**config.mk**
```make
export PLATFORM = sky130hd
export DESIGN_NAME = mp_fifo_enq_arbiter
export DESIGN_NICKNAME = d
export VERILOG_FILES = /design/src/rtl/mp_fifo_enq_arbiter.sv
export SDC_FILE = /design/constraint.sdc
export NUM_CORES = 2
export LEC_CHECK = 0
export ABC_CLOCK_PERIOD_IN_PS = 29900
export BUFFER_PORTS_ARGS = -buffer_cell sky130_fd_sc_hd__clkbuf_2
export CORE_AREA = 2 2 314 316
export CTS_CLUSTER_DIAMETER = 50
export DETAILED_ROUTE_END_ITERATION = 10
export DIE_AREA = 0 0 316 318
export HOLD_SLACK_MARGIN = 0.1
export PLACE_DENSITY_LB_ADDON = 0.12
export SYNTH_ARGS = -nofsm -noshare
export SYNTH_HDL_FRONTEND = slang
export SYNTH_SLANG_ARGS = --single-unit
```
**constraint.sdc**
```tcl
create_clock -name clk -period 29.9 [get_ports clk]
set_clock_uncertainty 0.2 [all_clocks]
set_input_delay 4.485 -clock clk [delete_from_list [all_inputs] [get_ports clk]]
set_output_delay 4.485 -clock clk [all_outputs]
set_load 0.01 [all_outputs]
```
**src/rtl/mp_fifo_enq_arbiter.sv**
```systemverilog
// Round-robin enqueue arbiter for a multi-port pointer FIFO.
// Packs granted producer entries onto low lanes and sequences flushes.
module mp_fifo_enq_arbiter #(
    parameter int REQ_NUM       = 8,
    parameter int ENQUEUE_WIDTH = 4,
    parameter int PAYLOAD_WIDTH = 64
) (
    input  logic                                   clk,
    input  logic                                   rst,
    input  logic [REQ_NUM-1:0]                     req_vld_i,
    input  logic [REQ_NUM*PAYLOAD_WIDTH-1:0]       req_payload_i,
    output logic [REQ_NUM-1:0]                     req_rdy_o,
    output logic [ENQUEUE_WIDTH-1:0]               fifo_enq_vld_o,
    output logic [ENQUEUE_WIDTH*PAYLOAD_WIDTH-1:0] fifo_enq_payload_o,
    input  logic [ENQUEUE_WIDTH-1:0]               fifo_enq_rdy_i,
    input  logic                                   flush_req_i,
    output logic                                   fifo_flush_o,
    output logic                                   busy_o
);

    localparam int PTR_W  = $clog2(REQ_NUM);
    localparam int SCAN_W = PTR_W + 1;
    localparam int CNT_W  = $clog2(ENQUEUE_WIDTH + 1);

    localparam logic [1:0] S_IDLE  = 2'd0;
    localparam logic [1:0] S_FLUSH = 2'd1;
    localparam logic [1:0] S_HOLD  = 2'd2;

    logic [1:0]        state;
    logic [1:0]        state_nxt;
    logic [PTR_W-1:0]  rr_ptr;
    logic [PTR_W-1:0]  rr_nxt;
    logic [PTR_W-1:0]  last_gnt;
    logic [PTR_W-1:0]  idx;
    logic [SCAN_W-1:0] scan;
    logic [CNT_W-1:0]  cap;
    logic [CNT_W-1:0]  gnt_cnt;
    logic              cap_run;
    logic              arb_en;

    // Only the contiguous ready run from lane 0 counts as capacity.
    always_comb begin
        cap     = '0;
        cap_run = 1'b1;
        for (int j = 0; j < ENQUEUE_WIDTH; j++) begin
            cap_run = cap_run & fifo_enq_rdy_i[j];
            cap     = cap + CNT_W'(cap_run);
        end
    end

    assign arb_en = !rst && (state == S_IDLE) && !flush_req_i;

    always_comb begin
        req_rdy_o          = '0;
        fifo_enq_vld_o     = '0;
        fifo_enq_payload_o = '0;
        gnt_cnt            = '0;
        last_gnt           = '0;
        scan               = '0;
        idx                = '0;
        for (int k = 0; k < REQ_NUM; k++) begin
            scan = SCAN_W'(rr_ptr) + SCAN_W'(k);
            if (scan >= SCAN_W'(REQ_NUM)) begin
                scan = scan - SCAN_W'(REQ_NUM);
            end
            idx = scan[PTR_W-1:0];
            if (arb_en && req_vld_i[idx] && (gnt_cnt < cap)) begin
                req_rdy_o[idx] = 1'b1;
                for (int j = 0; j < ENQUEUE_WIDTH; j++) begin
                    if (CNT_W'(j) == gnt_cnt) begin
                        fifo_enq_vld_o[j] = 1'b1;
                        fifo_enq_payload_o[j*PAYLOAD_WIDTH +: PAYLOAD_WIDTH] =
                            req_payload_i[idx*PAYLOAD_WIDTH +: PAYLOAD_WIDTH];
                    end
                end
                gnt_cnt  = gnt_cnt + CNT_W'(1);
                last_gnt = idx;
            end
        end
    end

    always_comb begin
        state_nxt = state;
        rr_nxt    = rr_ptr;
        case (state)
            S_IDLE: begin
                if (flush_req_i) begin
                    state_nxt = S_FLUSH;
                end else if (gnt_cnt != '0) begin
                    rr_nxt = (last_gnt == PTR_W'(REQ_NUM - 1)) ?
                             '0 : last_gnt + PTR_W'(1);
                end
            end
            S_FLUSH: begin
                state_nxt = S_HOLD;
            end
            S_HOLD: begin
                rr_nxt    = '0;
                state_nxt = flush_req_i ? S_FLUSH : S_IDLE;
            end
            default: begin
                state_nxt = S_IDLE;
            end
        endcase
    end

    always_ff @(posedge clk) begin
        if (rst) begin
            state  <= S_IDLE;
            rr_ptr <= '0;
        end else begin
            state  <= state_nxt;
            rr_ptr <= rr_nxt;
        end
    end

    assign fifo_flush_o = (state == S_FLUSH);
    assign busy_o       = (state != S_IDLE);

endmodule

```
==> flow_summary_export.csv <==
group,metric,value,unit
run_status,status,"finished clean",
critical_path,timing.rr.end,"rr_ptr[2]$_SDFFE_PP0P_",
critical_path,worstSetupStartpointType,"input port",
critical_path,critPathMaxFanout,82,
drt,ant_nets,0,
power,p_per_area,79.4,nW/µm²
clocking,post_cts_resize_count,0,
power,p_switching,0.00189,W
placed_design,place_hpwl,124000,µm
cells_and_area,n_fill_cell,9711,
die,start_util,37.3,%
cells_and_area,syn_to_final_growth,13.3,%
critical_path,cp.required,25.22,ns
global_route,grt_max_degree,133,
die,dieArea,100000,µm²
global_route,first_global_vias,36600,
critical_path,crit_path_end_kind,"primary output",
yosys,ys_types,78,
drt,routedWlPerCell,32.3,µm
placed_design,io_buffers,796,
power,switching_share,57.7,%
critical_path,cp_data_arrival_time,21.64,ns
clocking,root_buffer,"clkbuf_16",
power,share_seq_of_total_power,1.1,%
yosys,synth-seq-area-share,0.276,%
clocking,cts_buffers,3,
power,intPower,0.00138,W
cells_and_area,drive_above_1_share,40.7,%
sta,hold_violations,0,
cells_and_area,regArea,111,µm²
sta,fmax,38.0,MHz
critical_path,critPathMaxStageDelay,0.89,ns
yosys,synth_warnings,0,
critical_path,path_class,"in -> out",
yosys,synth_nets,4341,
cells_and_area,final_cell_mix,"mux2i_1 (1299), clkbuf_2 (796), mux4_2 (518), nand2_1 (358), nor2_1 (224)",
power,p_leak,21.0,nW
min_path,hold_depth,1,
die,placementRows,115,
clocking,htree_levels,1,
power,p_clk_share,0.7,%
critical_path,rr_startpoint,"rr_ptr[2]$_SDFFE_PP0P_",
drt,dr.pass1.iters,6,
sta,finalCritPeriodShare,88.0,%
yosys,post-synth-top-area-cell,"mux2i_1",
clocking,cts.sinks,5,
cells_and_area,layout.nets,4789,
sta,worst_slew_pin_slew,1.23,ns
global_route,antenna_found_initial,50,
placed_design,place_congestion,0.899,
sta,tns,0,ns
die,coreArea,97400,µm²
yosys,synth_edf_count,0,
die,die_h,318,µm
power,combPwrFrac,98.2,%
clocking,post_cts_buffers,0,
min_path,hold_class,"reg -> reg",
power,power.total,0.00327,W
yosys,syn_area,36300,µm²
clocking,clk_latency,0.22,ns
sta,drv_slew,0,
global_route,grt_first_pass_wirelength,256000,µm
die,io_pins,797,
yosys,avgSynthCellArea,9.65,µm²
yosys,synth_top_area_share,35.8,%
clocking,hold_buffers,0,
yosys,synthFlopType,"dfxtp_1",
yosys,ys_ff_latch,5,
global_route,grt.overflow.total,0,
critical_path,startpoint,"fifo_enq_rdy_i[0]",
global_route,grt_usage,33.8,%
sta,slew_headroom,15.6,%
sta,finalSetupViolCount,0,
die,dieWidth,316,µm
cells_and_area,final_common_cell,"mux2i_1",
drt,via_count,37800,
drt,wl_met3,16300,µm
sta,rsz0062_at_grt,"no",
drt,totalWireLength,179000,µm
drt,drt-met1-wl,70500,µm
clocking,cts_tree,"built",
drt,wl_met2,84600,µm
yosys,synth_area_leaders,"mux2i_1 (36%), mux4_2 (32%), mux2_2 (6.1%)",
drt,top_layer,"met5",
yosys,synth_cells,3764,
yosys,async_reset_ff_share,0,%
flow_run,cap_violations,0,
clocking,clk_path_buf_depth,2,
drt,drc,0,
critical_path,critPathSlowestCell,"nand3_4",
critical_path,worst-r2r-setup-slack,12.27,ns
drt,via_per_inst,6.84,
cells_and_area,multi_input_area,34500,µm²
drt,drtIter0Drc,3903,
critical_path,critPathCapture,"fifo_enq_payload_o[146]",
power,vdd_drop_max,0.0000550,V
clocking,clk_pin_slew,0.03,ns
critical_path,rr_worst_depth,58,
sta,min_period,26.33,ns
-- cells in the mapped netlist (3+ instances only) --
cell	number
a31oi_1	67
inv_2	5
dfxtp_1	5
and4_1	5
o21ai_1	69
a211oi_1	66
buf_2	60
nor2b_1	8
mux2i_1	1299
a211o_1	3
o311ai_0	14
o211ai_1	3
o31ai_1	4
a22oi_1	66
nand3_1	24
o21a_1	3
buf_6	18
nand3_2	3
a21oi_1	18
nand4_1	4
clkbuf_1	250
ha_1	49
buf_1	88
mux4_2	518
or3_1	3
nor2_1	225
inv_1	29
nor3_1	8
o21ai_0	15
a222oi_1	4
a2111oi_0	5
nand2_1	362
nor4_1	3
mux2_2	198
and3_1	7
and2_1	11
nand2b_1	5
o22ai_1	65
or2_2	65
buf_4	11
o311ai_1	50
a21o_1	3
-- worst min-delay path by stage --
| stage | from | to | slack (ns) |
|---|---|---|---|
| 4_1_cts | state[0]$_SDFFE_PP0P_ | state[0]$_SDFFE_PP0P_ | 0.39 |
| 2_1_floorplan | state[0]$_SDFFE_PP0P_ | state[0]$_SDFFE_PP0P_ | 0.27 |
| 6_report | state[0]$_SDFFE_PP0P_ | state[0]$_SDFFE_PP0P_ | 0.38 |
| 3_5_place_dp | state[0]$_SDFFE_PP0P_ | state[0]$_SDFFE_PP0P_ | 0.37 |
| 5_1_grt | state[0]$_SDFFE_PP0P_ | state[0]$_SDFFE_PP0P_ | 0.41 |
| 3_3_place_gp | state[0]$_SDFFE_PP0P_ | state[0]$_SDFFE_PP0P_ | 0.38 |
-- cells by family after synthesis --
| family | after synthesis | synth area share, % |
|---|---|---|
| AO/OA/AOI/OAI | 483 | 9.40 |
| XOR/XNOR | 2 | 0.0483 |
| adder cells (fa/ha/maj) | 50 | 1.74 |
| buffers and inverters | 461 | 5.46 |
| flip-flops | 5 | 0.276 |
| multiplexers | 2017 | 74.2 |
| AND/OR/NAND/NOR | 746 | 8.91 |
-- critical path, delay by kind of cell --
| kind | cells | cell delay, ns |
|---|---|---|
| adders and majority gates | 8 | 2.51 |
| buffers and inverters | 16 | 4.05 |
| muxes | 3 | 1.15 |
| AOI/OAI and AO/OA | 15 | 4.75 |
| and+or+nand+nor | 18 | 4.50 |
-- per-layer routing --
| metal | up-vias | GRT usage, % |
|---|---|---|
| met3 | 398 | 6.72 |
| met4 | 32 | 13.6 |
| met1 | 19100 | 43.7 |
| met2 | 2295 | 55.1 |
| met5 | - | 0 |
| li1 | 16000 | - |
-- cell type report --
cell class,count,area share (%)
Inverter,34,0.328
Sequential cell,5,0.271
Clock buffer,4,0.192
Multi-Input combinational cell,3298,83.9
Antenna cell,37,0.225
Tap cell,1287,3.91
Timing Repair Buffer,870,11.2
-- metrics by stage --
| step | hold WS (ns) | cells | util (%) | area, µm² | setup WS [ns] |
|---|---|---|---|---|---|
| 2_1_floorplan | 0.273 | 3764 | - | 36300 | 8.01 |
| 6_report | 0.383 | 5535 | 42.2 | 41100 | 3.57 |
| 4_1_cts | 0.385 | 5498 | 42.1 | 41100 | 3.79 |
| 3_5_place_dp | 0.375 | 5494 | 42.1 | 41000 | 3.80 |
| 5_1_grt | 0.409 | 5521 | 42.2 | 41100 | 2.31 |
| 3_3_place_gp | 0.377 | 5493 | 42.1 | 41000 | 4.14 |
-- flip-flops by register name (all words and copies together), names as in the netlist --
signal	cells
rr_ptr	3
state	2
-- power groups by stage --
stage	registers [W]	logic (W)	clock network (W)
finish	0.0000375	0.00321	0.0000217
global placement	0.0000368	0.00317	0
floorplan	0.00000980	0.00232	0
CTS	0.0000372	0.00317	0.0000220
detailed placement	0.0000371	0.00315	0
global route	0.0000399	0.00340	0.0000227
Note: power is estimated with default switching activity, not from simulation.
